## src/rtl/serial_adder_controller.sv

```systemverilog
// Bit-serial add/subtract unit: one full-adder cell built from two half adders,
// stepped LSB first over WIDTH cycles between valid/ready handshakes.

module half_adder (
    input  logic a_i,
    input  logic b_i,
    output logic s_o,
    output logic c_o
);
    assign s_o = a_i ^ b_i;
    assign c_o = a_i & b_i;
endmodule

module serial_adder_controller #(
    parameter int WIDTH = 8
) (
    input  logic             clk,
    input  logic             reset,
    input  logic             inValid,
    output logic             inReady,
    input  logic [WIDTH-1:0] a,
    input  logic [WIDTH-1:0] b,
    input  logic             subtract,
    output logic             outValid,
    input  logic             outReady,
    output logic [WIDTH-1:0] f,
    output logic             carryOut,
    output logic             overflow
);
    localparam int CW = $clog2(WIDTH);
    localparam logic [CW-1:0] LAST_BIT = CW'(WIDTH - 1);

    typedef enum logic [1:0] {
        IDLE = 2'd0,
        RUN  = 2'd1,
        DONE = 2'd2
    } state_t;

    state_t           state_q, state_d;
    logic [WIDTH-1:0] opa_q, opa_d;
    logic [WIDTH-1:0] opb_q, opb_d;
    logic [WIDTH-1:0] acc_q, acc_d;
    logic [WIDTH-1:0] f_q, f_d;
    logic [CW-1:0]    cnt_q, cnt_d;
    logic             carry_q, carry_d;
    logic             co_q, co_d;
    logic             ov_q, ov_d;

    logic s1_s, c1_s, sum_s, c2_s, carry_next_s;

    half_adder u_ha0 (.a_i(opa_q[0]), .b_i(opb_q[0]), .s_o(s1_s),  .c_o(c1_s));
    half_adder u_ha1 (.a_i(s1_s),     .b_i(carry_q),  .s_o(sum_s), .c_o(c2_s));
    assign carry_next_s = c1_s | c2_s;

    // Next-state and datapath update for the IDLE/RUN/DONE sequencer.
    always_comb begin
        state_d = state_q;
        opa_d   = opa_q;
        opb_d   = opb_q;
        acc_d   = acc_q;
        f_d     = f_q;
        cnt_d   = cnt_q;
        carry_d = carry_q;
        co_d    = co_q;
        ov_d    = ov_q;
        case (state_q)
            IDLE: begin
                if (inValid) begin
                    // Subtraction is a + ~b + 1: the +1 enters as the initial carry.
                    opa_d   = a;
                    opb_d   = subtract ? ~b : b;
                    carry_d = subtract;
                    cnt_d   = {CW{1'b0}};
                    state_d = RUN;
                end else begin
                    state_d = IDLE;
                end
            end
            RUN: begin
                acc_d   = {sum_s, acc_q[WIDTH-1:1]};
                opa_d   = {1'b0, opa_q[WIDTH-1:1]};
                opb_d   = {1'b0, opb_q[WIDTH-1:1]};
                carry_d = carry_next_s;
                if (cnt_q == LAST_BIT) begin
                    ov_d    = carry_q ^ carry_next_s;
                    f_d     = {sum_s, acc_q[WIDTH-1:1]};
                    co_d    = carry_next_s;
                    cnt_d   = {CW{1'b0}};
                    state_d = DONE;
                end else begin
                    cnt_d   = cnt_q + CW'(1);
                    state_d = RUN;
                end
            end
            DONE: begin
                if (outReady) begin
                    state_d = IDLE;
                end else begin
                    state_d = DONE;
                end
            end
            default: begin
                state_d = IDLE;
            end
        endcase
    end

    // State and datapath registers.
    always_ff @(posedge clk or posedge reset) begin
        if (reset) begin
            state_q <= IDLE;
            opa_q   <= {WIDTH{1'b0}};
            opb_q   <= {WIDTH{1'b0}};
            acc_q   <= {WIDTH{1'b0}};
            f_q     <= {WIDTH{1'b0}};
            cnt_q   <= {CW{1'b0}};
            carry_q <= 1'b0;
            co_q    <= 1'b0;
            ov_q    <= 1'b0;
        end else begin
            state_q <= state_d;
            opa_q   <= opa_d;
            opb_q   <= opb_d;
            acc_q   <= acc_d;
            f_q     <= f_d;
            cnt_q   <= cnt_d;
            carry_q <= carry_d;
            co_q    <= co_d;
            ov_q    <= ov_d;
        end
    end

    assign inReady  = (state_q == IDLE);
    assign outValid = (state_q == DONE);
    assign f        = f_q;
    assign carryOut = co_q;
    assign overflow = ov_q;

endmodule

```

## config.mk

```make
export PLATFORM = sky130hd
export DESIGN_NAME = serial_adder_controller
export DESIGN_NICKNAME = d
export VERILOG_FILES = /design/src/rtl/serial_adder_controller.sv
export SDC_FILE = /design/constraint.sdc
export NUM_CORES = 1
export LEC_CHECK = 0
export BUFFER_PORTS_ARGS = -buffer_cell sky130_fd_sc_hd__buf_2
export CAP_MARGIN = 0
export CORE_MARGIN = 1.5
export CORE_UTILIZATION = 49
export CTS_CLUSTER_DIAMETER = 80
export DETAILED_ROUTE_END_ITERATION = 12
export GPL_ROUTABILITY_DRIVEN = 0
export GPL_TIMING_DRIVEN = 0
export PLACE_DENSITY = 0.74
export SLEW_MARGIN = 20
export SYNTH_ARGS = -nofsm -noshare
export SYNTH_HDL_FRONTEND = slang
export SYNTH_SLANG_ARGS = --single-unit
```

## constraint.sdc

```tcl
create_clock -name clk -period 1.52 [get_ports clk]
set_input_delay 0.152 -clock clk [delete_from_list [all_inputs] [get_ports clk]]
set_output_delay 0.152 -clock clk [all_outputs]
set_load 0.02 [all_outputs]
```

# After elaboration in Yosys (flattened, before gate mapping)

Cells that the tools add are included.

$add $sub $neg: 1
Multipliers: 0
Div/mod/pow operators: 0
Magnitude comparators: 0
Equality and inequality tests: 4
Shift-type cells: 0
Muxes and demuxes: 14
Bitwise logic cells: 7
Reductions and logical operators: 4

Operator list:

| kind                                                                   | number |
|---|---|
| 8-bit case mux with 2 select lines                                     | 2 |
| 8-bit two-way mux                                                      | 3 |
| 8-bit inverter                                                         | 1 |
| 3-bit two-way mux                                                      | 2 |
| 2-bit case mux with 3 select lines                                     | 1 |
| 3-bit case mux with 2 select lines                                     | 1 |
| 2-bit two-way mux                                                      | 2 |
| 2-bit AND reduction                                                    | 2 |
| 3-bit by 1-bit adder with 3-bit output (second input constant)         | 1 |
| 3-bit equality test (second input constant)                            | 1 |
| 1-bit XOR                                                              | 3 |
| 1-bit bitwise AND                                                      | 2 |
| 2-bit by 1-bit equality test with 1-bit output (second input constant) | 1 |
| 2-bit equality test (second input constant)                            | 1 |
| 2-bit zero test                                                        | 1 |
| 1-bit two-way mux                                                      | 2 |
| 2-bit != test (second input constant)                                  | 1 |
| 1-bit case mux with 2 select lines                                     | 1 |
| 2-bit nonzero test                                                     | 1 |
| 1-bit bitwise OR                                                       | 1 |

Register bits after elaboration: 40
Latch bits: 0
Memory bits (writable): 0
ROM bits: 0
Logic and storage cells: 39
Memories kept: 0

# Longest topological paths before layout

Depth in word-level cells: 4
Mapped depth: 6
Mapped depth without buffers: 5

# Cells and area by module

Synthesis repeated with hierarchy kept, for this count alone.

Cell total of the unflattened synthesis: 165
Area total of the unflattened synthesis: 1,769.2 um2

By module, submodules not included:

| module                  | instances | cells each | area an instance (um2) | sequential area each (um2) |
|---|---|---|---|---|
| serial_adder_controller | 1         | 163        | 1,744.2                | 975.9 |
| half_adder              | 2         | 1          | 12.5                   | 0.0 |

# Worst setup path before layout

Ideal clock, no wire load.

Path kind: register to register
Start point: register cnt_q[0]
End point: register co_q, in the netlist carryOut
Data arrival time: 1.423 ns
Required time: 1.395 ns
Path slack: -0.028 ns
Cell stages (with the launch flop): 6
Path buffers: 1
Period minus slack after synthesis: 1.548 ns
Cells stage by stage: dfrtp_1 ha_1 ha_1 nand3b_1 buf_2 mux2_2

Longest elaborated chain between the ends: 2

Ends and longest elaborated chain:

| element                       | line | text |
|---|---|---|
| start, declared               | 44   | `logic [CW-1:0] cnt_q, cnt_d;` |
| start signal, assigned        | 116  | `cnt_q <= {CW{1'b0}};` |
| start signal, assigned        | 126  | `cnt_q <= cnt_d;` |
| 3-bit equality test           | 84   | `if (cnt_q == LAST_BIT) begin` |
| 2-bit AND reduction (no line) | -    |  |
| end signal, assigned          | 128  | `co_q <= co_d;` |
| end, declared                 | 46   | `logic co_q, co_d;` |

No other way between the ends.
A chain may end at the register's enable or synchronous reset.

# Worst setup path after layout

Start point: register cnt_q[0]
End point: register f_q[7], in the netlist f[7]

Longest elaborated chain between the ends: 2

Ends and longest elaborated chain:

| element                       | line | text |
|---|---|---|
| 3-bit equality test           | 84   |  |
| 2-bit AND reduction (no line) | -    |  |
| end signal, assigned          | 115  | `f_q <= {WIDTH{1'b0}};` |
| end, declared                 | 43   | `logic [WIDTH-1:0] f_q, f_d;` |

No other way between the ends.

==> flow_metrics.tcl <==
set metrics [dict create \
    status "finished, violations left" \
    failed_checks "negative setup slack" \
    p_comb_share_pct 41.6 \
    viasPerCell 5.23 \
    crit_family "flip-flops" \
    switching_power_mw 1.58 \
    clk_latency_ps 360 \
    die_h_um 62.9 \
    async_flop_share_pct 100 \
    peakVddDrop_v 0.000892 \
    num_vias 1333 \
    rrSetupSlack_ps -3 \
    grt_pass1_vias 1401 \
    ys_ff_latch 39 \
    fin_ws_ps -2.71 \
    tns_ps -4.60 \
    synthTopCellsByCount "dfrtp_1 (39), nand2_1 (35), o21ai_0 (12)" \
    dp_hpwl_um 2360 \
    drtIter0Drc 45 \
    critPathMaxStageDelay_ps 410 \
    setup_viol 3 \
    synth_edf_count 0 \
    crit_path_start_kind "flip-flop" \
    drtAntennaViolNets 0 \
    initial_core_util_pct 51.8 \
    critical_path_class "reg -> reg" \
    yosysWarnings 0 \
    first_pass_iters 4 \
    clk_pin_slew_worst_paths_ps 120 \
    instances_no_fill 255 \
    power_density_mw_per_mm2 2000 \
    drc 0 \
    rsz0062_at_grt "true" \
    overflow 0 \
    finalCritPeriodShare_pct 100 \
    grt_pass1_wl_um 6430 \
    netlist_instances 161 \
    holdCritPathClass "in -> reg" \
    cpMaxStageDelayCell "dfrtp_1" \
    path_max_fanout 5 \
    worstHoldPathCells 3 \
    fin_util_pct 66.2 \
    diodes 0 \
    dp_slack_ps -142 \
    crit_path_end_kind "flip-flop" \
    avgSynthCellArea_um2 10.9 \
    cts_root_buf "clkbuf_4" \
    drive_gt1_share_pct 37.3 \
    whs_ps 31.7 \
    syn-cell-area_mm2 0.00176 \
    min_period_ps 1520 \
    cap_violations 0 \
    cp.required_ps 1780 \
    seq_power_share_pct 39.1 \
    routed_wirelength_um 3660 \
    pwr-share-clk_pct 19.3 \
    p_int_mw 2.91 \
    worstMarginPinSlew_ps 788 \
    clockBufferDepth 2 \
    skew_ps 12.9 \
    ys.flop_type "dfrtp_1" \
    p_total_mw 4.49 \
    wire_per_inst_um 14.3 \
    total_leakage_power_nw 1.13 \
    yosysMostFrequentCell "dfrtp_1" \
    path_depth 5 \
    fin_area_mm2 0.00224 \
    nNetsFinal 232 \
    grt_usage_pct 21.1 \
    clkSinkCount 39 \
    synth-seq-area-share_pct 55.6 \
    slew_headroom_pct 47.4 \
    finalMaxSlewViolations 0 \
    cts_tree "done" \
    antenna_found_initial 0 \
    yosys.area.top_type_share_pct 55.6 \
    yosysUniqueCellTypes 29 \
    synth_area_leaders "dfrtp_1 (56%), nand2_1 (7.5%), mux2_2 (5.8%), xnor2_1 (4.5%), o21ai_0 (3.4%)" \
    cts_max_level 2 \
    core_area_mm2 0.00339 \
    area_delta_synth_final_pct 27.7 \
    num_io_pins 33 \
    cp.arrival_ps 1780 \
    placed_area_mm2 0.00197 \
    switching_share_pct 35.2 \
    dieArea_mm2 0.00395 \
    die_x_um 62.9 \
    cp_cell_sequence "ha_2 > ha_4 > nand3b_1 > buf_6 > mux2_2" \
    grt_max_degree 40 \
    reg2reg_depth 5 \
    final-hold-violation-count 0 \
    critPathBufInv 1 \
    port_buffers 31 \
    fmax_mhz 657 \
    dp.cells 238 \
    cts-buffers-inserted 5 \
    synth_top_area_cell "dfrtp_1" \
    syn_nets 185 \
    fp-row-count 21 \
]
[registers in the layout, indices dropped and copies added (netlist names)]
signal    flops
acc_q         7
carryOut      1
carry_q       1
cnt_q         3
f             8
opa_q         8
opb_q         8
overflow      1
state_q       2
[tightest hold or removal path, stage by stage]
cell and delay [ps]:
buf_2 90, inv_1 40, o21ai_0 70
[cell usage in the layout (no fill, tap or decap), drive strengths merged]
cell type	netlist	layout
a21oi	4	4
a221o	7	7
a22oi	4	4
and3b	4	4
buf	6	44
bufinv	0	2
clkbuf	5	11
dfrtp	39	39
dlygate4sd3	0	2
fa	1	1
ha	2	2
inv	3	3
mux2	9	9
nand2	35	35
nand2b	2	2
nand3	4	4
nand3b	1	1
nor2	8	8
nor2b	2	2
o21ai	13	13
o21bai	1	1
o31ai	1	1
or3b	1	1
xnor2	9	9
[path summary, 6_finish.rpt]
kind	from	to
min in group asynchronous	reset	opa_q[2]$_DFFE_PP0P_
worst max-delay path	cnt_q[0]$_DFFE_PP0P_	f[7]$_DFFE_PP0P_
worst min-delay path	a[7]	opa_q[7]$_DFFE_PP0P_
worst max register to register	cnt_q[0]$_DFFE_PP0P_	f[7]$_DFFE_PP0P_
max in group asynchronous	reset	state_q[1]$_DFF_PP0_
worst min register to register	overflow$_DFFE_PP0P_	overflow$_DFFE_PP0P_
[power by group through the flow]
| stage | Clock (mW) | Sequential, mW | Combinational (mW) |
|---|---|---|---|
| 2_1_floorplan | 0 | 1.85 | 1.06 |
| 3_3_place_gp | 0 | 1.74 | 1.54 |
| 3_5_place_dp | 0 | 1.76 | 1.61 |
| 4_1_cts | 0.874 | 1.74 | 1.78 |
| 5_1_grt | 0.925 | 1.81 | 2.07 |
| 6_report | 0.866 | 1.76 | 1.87 |
[final cells by class]
| type | count | area (um2) |
|---|---|---|
| clock buffer | 6 | 41.3 |
| sequential | 39 | 977 |
| tap | 46 | 57.6 |
| timing repair buffer | 42 | 255 |
| fill | 275 | 1150 |
| clock inverter | 2 | 60.1 |
| inverter | 3 | 11.3 |
| multi-input combinational | 108 | 754 |
| buffer | 9 | 86.3 |
[timing repair]
| item | CTS | global route |
|---|---|---|
| hold buffers | 2 | 0 |
| hold endpoints to repair | 40 | 0 |
| setup buffers | 6 | 2 |
| gates cloned | 1 | 0 |
| pin swaps | 2 | 0 |
| resized for setup | 12 | 19 |
| setup endpoints to repair | 9 | 35 |
[kinds of logic (layout without fill, tap and decap cells)]
| logic type | Yosys count | in the layout | synth area share [%] |
|---|---|---|---|
| XOR/XNOR | 9 | 9 | 4.49 |
| flip-flops | 39 | 39 | 55.6 |
| AND/OR/NAND/NOR | 57 | 57 | 15.1 |
| buffers and inverters | 14 | 62 | 4.70 |
| adder cells (fa/ha/maj) | 3 | 3 | 2.56 |
| AO/OA/AOI/OAI | 30 | 30 | 11.8 |
| multiplexers | 9 | 9 | 5.77 |
[layer usage]
layer / part of all wire, % / track usage (%)
met3: 3.7 / 5.95
met4: 1.6 / 6.94
met2: 54 / 37.2
met1: 41 / 24.6
met5: 0 / 0
Note: power is estimated with default switching activity, not from simulation.
